--- src/rtl/control_convertidor_pkg.sv ---
// control_convertidor_pkg: shared types and constants for the PCS-to-byte
// serialiser.
//   state_t           : FSM states (IDLE, then byte lanes B3..B0)
//   width_t           : latched word width codes W32 / W16 / W8
//   IDLE_BYTE_DEFAULT : default filler byte sent when no word is active
//   width_of()        : width select decode (modo overrides pclk_sel)
//   start_state()     : first byte lane emitted for a given width
package control_convertidor_pkg;

  typedef enum logic [2:0] {
    IDLE,
    B3,
    B2,
    B1,
    B0
  } state_t;

  typedef enum logic [1:0] {
    W32 = 2'b00,
    W16 = 2'b01,
    W8  = 2'b10
  } width_t;

  localparam logic [7:0] IDLE_BYTE_DEFAULT = 8'hBC;

  function automatic width_t width_of(input logic modo, input logic [1:0] pclk_sel);
    width_t w;
    if (modo) begin
      w = W32;
    end else begin
      case (pclk_sel)
        2'b00:   w = W32;
        2'b01:   w = W16;
        default: w = W8;
      endcase
    end
    return w;
  endfunction

  function automatic state_t start_state(input width_t w);
    state_t s;
    case (w)
      W32:     s = B3;
      W16:     s = B1;
      default: s = B0;
    endcase
    return s;
  endfunction

endpackage

--- src/rtl/control_convertidor_selector_byte.sv ---
// selector_byte: byte-lane multiplexer.
//   word  : latched 32-bit word
//   state : current FSM state; Bn selects byte n (B3 = [31:24], B0 = [7:0])
//   lane  : selected byte, or IDLE_BYTE when state is IDLE
module selector_byte
  import control_convertidor_pkg::*;
#(
  parameter logic [7:0] IDLE_BYTE = IDLE_BYTE_DEFAULT
) (
  input  logic [31:0] word,
  input  state_t      state,
  output logic [7:0]  lane
);

  always_comb begin
    lane = IDLE_BYTE;
    case (state)
      B3:      lane = word[31:24];
      B2:      lane = word[23:16];
      B1:      lane = word[15:8];
      B0:      lane = word[7:0];
      default: lane = IDLE_BYTE;
    endcase
  end

endmodule

--- src/rtl/control_convertidor.sv ---
// control_convertidor: serialises 32/16/8-bit PCS words onto an 8-bit lane.
//   clk, reset          : clock, asynchronous active-high reset
//   enb                 : enable; gates acceptance of new words
//   modo, pclk_sel      : width select (modo=1 forces 32-bit)
//   in_data, in_valid   : parallel word and its valid flag
//   in_ready            : word accepted on this edge if in_valid is high
//   out_8, out_valid    : registered byte lane and data flag
//   out_k               : out_8 carries IDLE_BYTE
//   busy                : a word is being emitted
//   words_sent          : completed word counter, present only when
//                         CTRL_CONV_STATS_EN is defined
module control_convertidor
  import control_convertidor_pkg::*;
#(
  parameter logic [7:0] IDLE_BYTE = IDLE_BYTE_DEFAULT
) (
  input  logic        clk,
  input  logic        reset,
  input  logic        enb,
  input  logic        modo,
  input  logic [1:0]  pclk_sel,
  input  logic [31:0] in_data,
  input  logic        in_valid,
  output logic        in_ready,
  output logic [7:0]  out_8,
  output logic        out_valid,
  output logic        out_k,
  output logic        busy
`ifdef CTRL_CONV_STATS_EN
  ,
  output logic [15:0] words_sent
`endif
);

  state_t      state_q, state_d;
  logic [31:0] word_q, word_d;
  width_t      width_q, width_d;
  logic        accept;
  logic [7:0]  lane_d;

  assign in_ready = enb && (state_q == IDLE || state_q == B0);
  assign accept   = in_valid && in_ready;
  assign busy     = (state_q != IDLE);

  always_comb begin
    state_d = state_q;
    word_d  = word_q;
    width_d = width_q;
    case (state_q)
      B3:      state_d = B2;
      B2:      state_d = B1;
      B1:      state_d = B0;
      default: state_d = IDLE;
    endcase
    if (accept) begin
      word_d  = in_data;
      width_d = width_of(modo, pclk_sel);
      state_d = start_state(width_d);
    end
  end

  // Lane mux is fed the next state/word so the registered byte lines up
  // with the state it belongs to, one edge after acceptance.
  selector_byte #(
    .IDLE_BYTE(IDLE_BYTE)
  ) u_selector_byte (
    .word (word_d),
    .state(state_d),
    .lane (lane_d)
  );

  always_ff @(posedge clk or posedge reset) begin
    if (reset) begin
      state_q   <= IDLE;
      word_q    <= '0;
      width_q   <= W32;
      out_8     <= IDLE_BYTE;
      out_valid <= 1'b0;
      out_k     <= 1'b1;
    end else begin
      state_q   <= state_d;
      word_q    <= word_d;
      width_q   <= width_d;
      out_8     <= lane_d;
      out_valid <= (state_d != IDLE);
      out_k     <= (state_d == IDLE);
    end
  end

  // The latched width is implied by the start state; keep them consistent.
  always_comb begin
    if (!reset) begin
      assert (!((state_q == B3 || state_q == B2) && width_q != W32)
              && !(state_q == B1 && width_q == W8));
    end
  end

`ifdef CTRL_CONV_STATS_EN
  always_ff @(posedge clk or posedge reset) begin
    if (reset) begin
      words_sent <= '0;
    end else if (state_q == B0) begin
      words_sent <= words_sent + 16'd1;
    end
  end
`endif

endmodule

--- config.mk ---
export PLATFORM = sky130hd
export DESIGN_NAME = control_convertidor
export DESIGN_NICKNAME = d
export VERILOG_FILES = /design/src/rtl/control_convertidor_pkg.sv /design/src/rtl/control_convertidor_selector_byte.sv /design/src/rtl/control_convertidor.sv
export SDC_FILE = /design/constraint.sdc
export NUM_CORES = 1
export LEC_CHECK = 0
export CORE_MARGIN = 2
export CORE_UTILIZATION = 40
export CTS_BUF_LIST = sky130_fd_sc_hd__clkbuf_16
export DETAILED_ROUTE_END_ITERATION = 12
export PLACE_DENSITY = 0.67
export REMOVE_ABC_BUFFERS = 1
export SLEW_MARGIN = 20
export SYNTH_ARGS = -nofsm -noshare
export SYNTH_HDL_FRONTEND = slang
export SYNTH_HIERARCHICAL = 1
export SYNTH_SLANG_ARGS = --single-unit
--- constraint.sdc ---
create_clock -name clk -period 3.75 [get_ports clk]
set_input_delay 0.375 -clock clk [delete_from_list [all_inputs] [get_ports clk]]
set_output_delay 0.375 -clock clk [all_outputs]
set_load 0.01 [all_outputs]
# [After elaboration in Yosys (flattened, before gate mapping)]
# Index checks and enable logic that the tools add are counted.
[totals] in_bits=39 n_memories=0 output_inout_bits=12 latch_bits=0 romBits=0 register_bits=45 ramBits=0 word_cells=32
[op_classes] n_lt_le_gt_ge=0 eq_ne=10 n_reduce_logical=9 shift=0 div=0 multipliers=0 bitwise_logic=0 add_sub_neg=0 mux=8
[op_table] operator="32-bit two-way mux" count=1
[op_table] operator="8-bit one-hot mux with 4 select lines" count=1
[op_table] operator="3-bit by 2-bit equality test with 1-bit output (second input constant)" count=4
[op_table] operator="3-bit one-hot mux with 3 select lines" count=1
[op_table] operator="3-bit by 1-bit equality test with 1-bit output (second input constant)" count=2
[op_table] operator="3-bit equality test (second input constant)" count=2
[op_table] operator="3-bit zero test" count=2
[op_table] operator="3-bit one-hot mux with 2 select lines" count=1
[op_table] operator="3-bit nonzero test" count=2
[op_table] operator="2-bit by 1-bit equality test with 1-bit output (second input constant)" count=2
[op_table] operator="2-bit zero test" count=2
[op_table] operator="2-bit two-way mux" count=2
[op_table] operator="2-bit one-hot mux with 2 select lines" count=1
[op_table] operator="3-bit two-way mux" count=1
[op_table] operator="1-bit logical AND" count=2
[op_table] operator="1-bit logical OR" count=1

# [Logic depth before layout (Yosys ltp)]
[logic_depth] ltp_word=10 mapped_depth=7 ltp_nobuf=4

# [Hierarchy]
# Netlist, hierarchy kept.
[modules_own_cells] module="control_convertidor" cells_each=97 instances=1 area_per_inst_um2=1752.9 seq_area_each_um2=1133.6
[modules_own_cells] module="selector_byte" cells_each=38 instances=1 area_per_inst_um2=362.8 seq_area_each_um2=0.0

# [Worst setup path after synthesis]
# No wires, ideal clock.
[synth_timing] kind="register to register" startpoint="reg state_q[1]" endpoint="reg out_8[2]" arrival_time_ps=2124 stages_incl_launch_ff=8 slack_ps=1538 required_ps=3662 setup_time_ps=88 period_less_slack_ps=2212 path_buffers=3 cell_sequence="dfrtp_1 > nand4bb_1 > buf_6 > buf_6 > o32ai_1 > buf_6 > and2b_4 > a221oi_2"
[synth_between] elab_chain_len=7
[synth_lines] item="from (decl)" line_no="control_convertidor.sv:35" text="state_t state_q, state_d;"
[synth_lines] item="from (signal assigned)" line_no="control_convertidor.sv:81" text="state_q <= state_d;"
[synth_lines] item="3-bit equality test / 3-bit zero test (equally long branches)" line_no="control_convertidor.sv:41" text="assign in_ready = enb && (state_q == IDLE || state_q == B0);"
[synth_lines] item="1-bit logical OR" line_no="control_convertidor.sv:41"
[synth_lines] item="1-bit logical AND" line_no="control_convertidor.sv:41"
[synth_lines] item="1-bit logical AND" line_no="control_convertidor.sv:42" text="assign accept = in_valid && in_ready;"
[synth_lines] item="3-bit two-way mux (*)" line_no="control_convertidor.sv:55" text="if (accept) begin"
[synth_lines] item="net state_d[2]" line_no="control_convertidor.sv:35"
[synth_lines] item="3-bit equality test (tied with other cells)" line_no="control_convertidor_selector_byte.sv:17" text="case (state)"
[synth_lines] item="8-bit one-hot mux with 4 select lines (*)" line_no="control_convertidor_selector_byte.sv:17"
[synth_lines] item="net lane_d[2]" line_no="control_convertidor.sv:39" text="logic [7:0] lane_d;"
[synth_lines] item="to (signal assigned)" line_no="control_convertidor.sv:84" text="out_8 <= lane_d;"
[synth_lines] item="to (decl)" line_no="control_convertidor.sv:25" text="output logic [7:0] out_8,"
# The timed path passes the listed nets; every way through them passes the cells marked *.

# [Final worst setup path]
[layout_timing] startpoint="in enb" endpoint="reg out_8[4]"
[layout_rtl] item="from (decl)" line_no="control_convertidor.sv:19" text="input logic enb,"
[layout_rtl] item="1-bit logical AND" line_no="control_convertidor.sv:41"
[layout_rtl] item="1-bit logical AND" line_no="control_convertidor.sv:42"
[layout_rtl] item="32-bit two-way mux" line_no="control_convertidor.sv:55"
[layout_rtl] item="net word_d[20]" line_no="control_convertidor.sv:36" text="logic [31:0] word_q, word_d;"
[layout_rtl] item="8-bit one-hot mux with 4 select lines" line_no="control_convertidor_selector_byte.sv:17"
[layout_rtl] item="net lane_d[4]" line_no="control_convertidor.sv:39"
# The timed path passes the listed nets, and every way through them passes these cells.

==> out/qor.yml <==
diodes: 0
gp_congestion: 0.745
setup_tns_ps: 0
arrival_ps: 2670
drive_above_1_share: 0.321
grt_pass1_wl_mm: 6.90
grt.total_usage: 0.148
pre_cts_slack_ps: 975
syn_area_um2: 2120
fin_util: 0.556
layout_commonest_cell: "clkdlybuf4s50_1"
grt_max_degree: 46
synth_cell_types: 29
setup-violations-final: 0
port_buffers: 50
critPathRequiredTime_ps: 3960
max_freq_mhz: 406
tritoncts: "built"
wl_mm: 4.15
finalHoldViolCount: 0
dr.pass1.iters: 4
relSlewSlack: 0.385
antenna_left: 0
cts_sinks: 45
io_pins: 51
yosysTopAreaCell: "dfrtp_1"
grt-ovfl-total: 0
antenna_found_initial: 0
dp_hpwl_mm: 2.83
syn2layout_area_growth_pct: 34.2
path_clk_slew_ps: 60
slew_viol_final: 0
setup_slack_ps: 1290
rsz0062_at_grt: "no"
syn_avg_cell_area_um2: 15.7
hold_buffers: 0
cts-root-buf: "clkbuf_16"
placementRows: 26
synth_seq_cells: 45
min_period_ps: 2460
cp-start-kind: "input port"
via_per_inst: 4.97
h-tree-depth: 2
grt_pass1_vias: 1428
syn_inst: 135
core_area_um2: 5110
p_leak_nw: 1.24
min_period_over_period: 0.656
cap_violations: 0
dieHeight_um: 76.7
critPathMaxFanout: 19
drt_iter0_drc: 60
power_density_nw_per_um2: 865
final_nets: 228
vias: 1292
wire_per_inst_um: 15.9
drc_errors: 0
most-common-layout-cells: "clkdlybuf4s50_1 (50), dfrtp_1 (39), mux2_4 (25), mux2_2 (8), mux2i_1 (7)"
status: "complete, no violations"
end_kind: "flip-flop"
power_mw: 2.46
clockBufferDepth: 2
numCtsBuffers: 5
fill_cells: 438
vdd_drop_max_v: 0.000312
hold_class: "flip-flop to flip-flop"
cts_setup_buffers: 0
start_util: 0.414
critical_path_class: "input port to flip-flop"
clock_latency_ps: 280
yosysTopAreaCellShare: 0.461
yosysSeqAreaShare: 0.536
finClkSkew_ps: 6.21
synth.area.top_cells: "dfrtp_1 (46%), mux2_4 (18%), dfstp_2 (7.5%)"
yosysWarnings: 6
cts.repair.resized: 0
worst_pin_slew_ps: 921
die_area_um2: 5890
die_w_um: 76.7
==> cells by family (layout without fill, tap and decap cells) <==
kind of cell,after synthesis,in the layout,synth area share
compound gates,13,13,0.0597
flops,45,45,0.536
simple gates,26,26,0.0999
mux,40,40,0.253
xor+xnor,1,1,0.00414
buf+inv,10,65,0.0473
==> where the power goes <==
group	total [mW]	leakage, nW	switching (mW)	internal (mW)
clock	0.478	0.0850	0.167	0.310
sequential	0.835	0.531	0.0838	0.751
combinational	1.14	0.626	0.487	0.656
total	2.46	1.24	0.739	1.72
==> sequential cells by signal (all words and copies together) (netlist names) <==
signal / cells
state_q: 3
word_q: 32
out_valid: 1
out_8: 8
out_k: 1
==> final cells by class <==
type,count,area (µm²),share of cell area
Tap cell,70,87.6,0.0309
Timing Repair Buffer,54,531,0.187
Inverter,3,11.3,0.00397
Sequential cell,45,1130,0.399
Multi-Input combinational cell,80,912,0.321
Clock inverter,3,38.8,0.0137
Clock buffer,5,125,0.0441
==> layer usage <==
layer,up-vias,track usage,share of wire
met1,646,0.183,0.44
met4,0,0.0745,0.014
met5,-,0,0
met3,6,0.0376,0.046
li1,605,-,-
met2,35,0.239,0.50
==> Yosys cell counts <==
master     count
xnor2_1        1
a221oi_2       4
nor2b_2        1
o32ai_1        1
inv_1          3
buf_6          3
mux2_4        25
dfstp_2        6
or3_1          1
mux2i_1        7
or4bb_1        4
nand4bb_1      3
or3b_2         1
dfrtp_1       39
and2b_4        1
nand2b_1       2
o21a_1         1
o211ai_1       3
o211a_1        1
and2_1         1
mux2_2         8
buf_4          2
buf_12         2
o22ai_1        2
nor2b_1        1
nor2_1         5
o21ai_0        1
nor4b_1        4
or4b_1         2
==> worst max-delay path, cell delays in order <==
cell	delay (ps)
clkdlybuf4s50_1	530
nand4bb_4	420
buf_4	410
mux2_4	330
or4b_1	460
o211a_1	130
==> final timing paths <==
kind                       startpoint          to  slack [ps]  cells past startpoint
max                               enb    out_8[4]        1290                      6
min                         word_q[8]   word_q[8]         490                      1
max in group asynchronous       reset  word_q[12]        2550                      2
max reg2reg                state_q[1]    out_8[4]        1350                      5
min in group asynchronous       reset  word_q[21]         610                      2
min reg2reg                 word_q[8]   word_q[8]         490                      1
==> through the flow <==
step / instances / hold WS (ps) / instance area, µm²
after global placement: 252 / 475 / 2680
after global routing: 260 / 502 / 2840
final: 260 / 491 / 2840
after floorplan: 128 / 464 / 2030
after CTS: 260 / 495 / 2840
after detailed placement: 252 / 478 / 2680
Note: power is estimated with default switching activity, not from simulation.
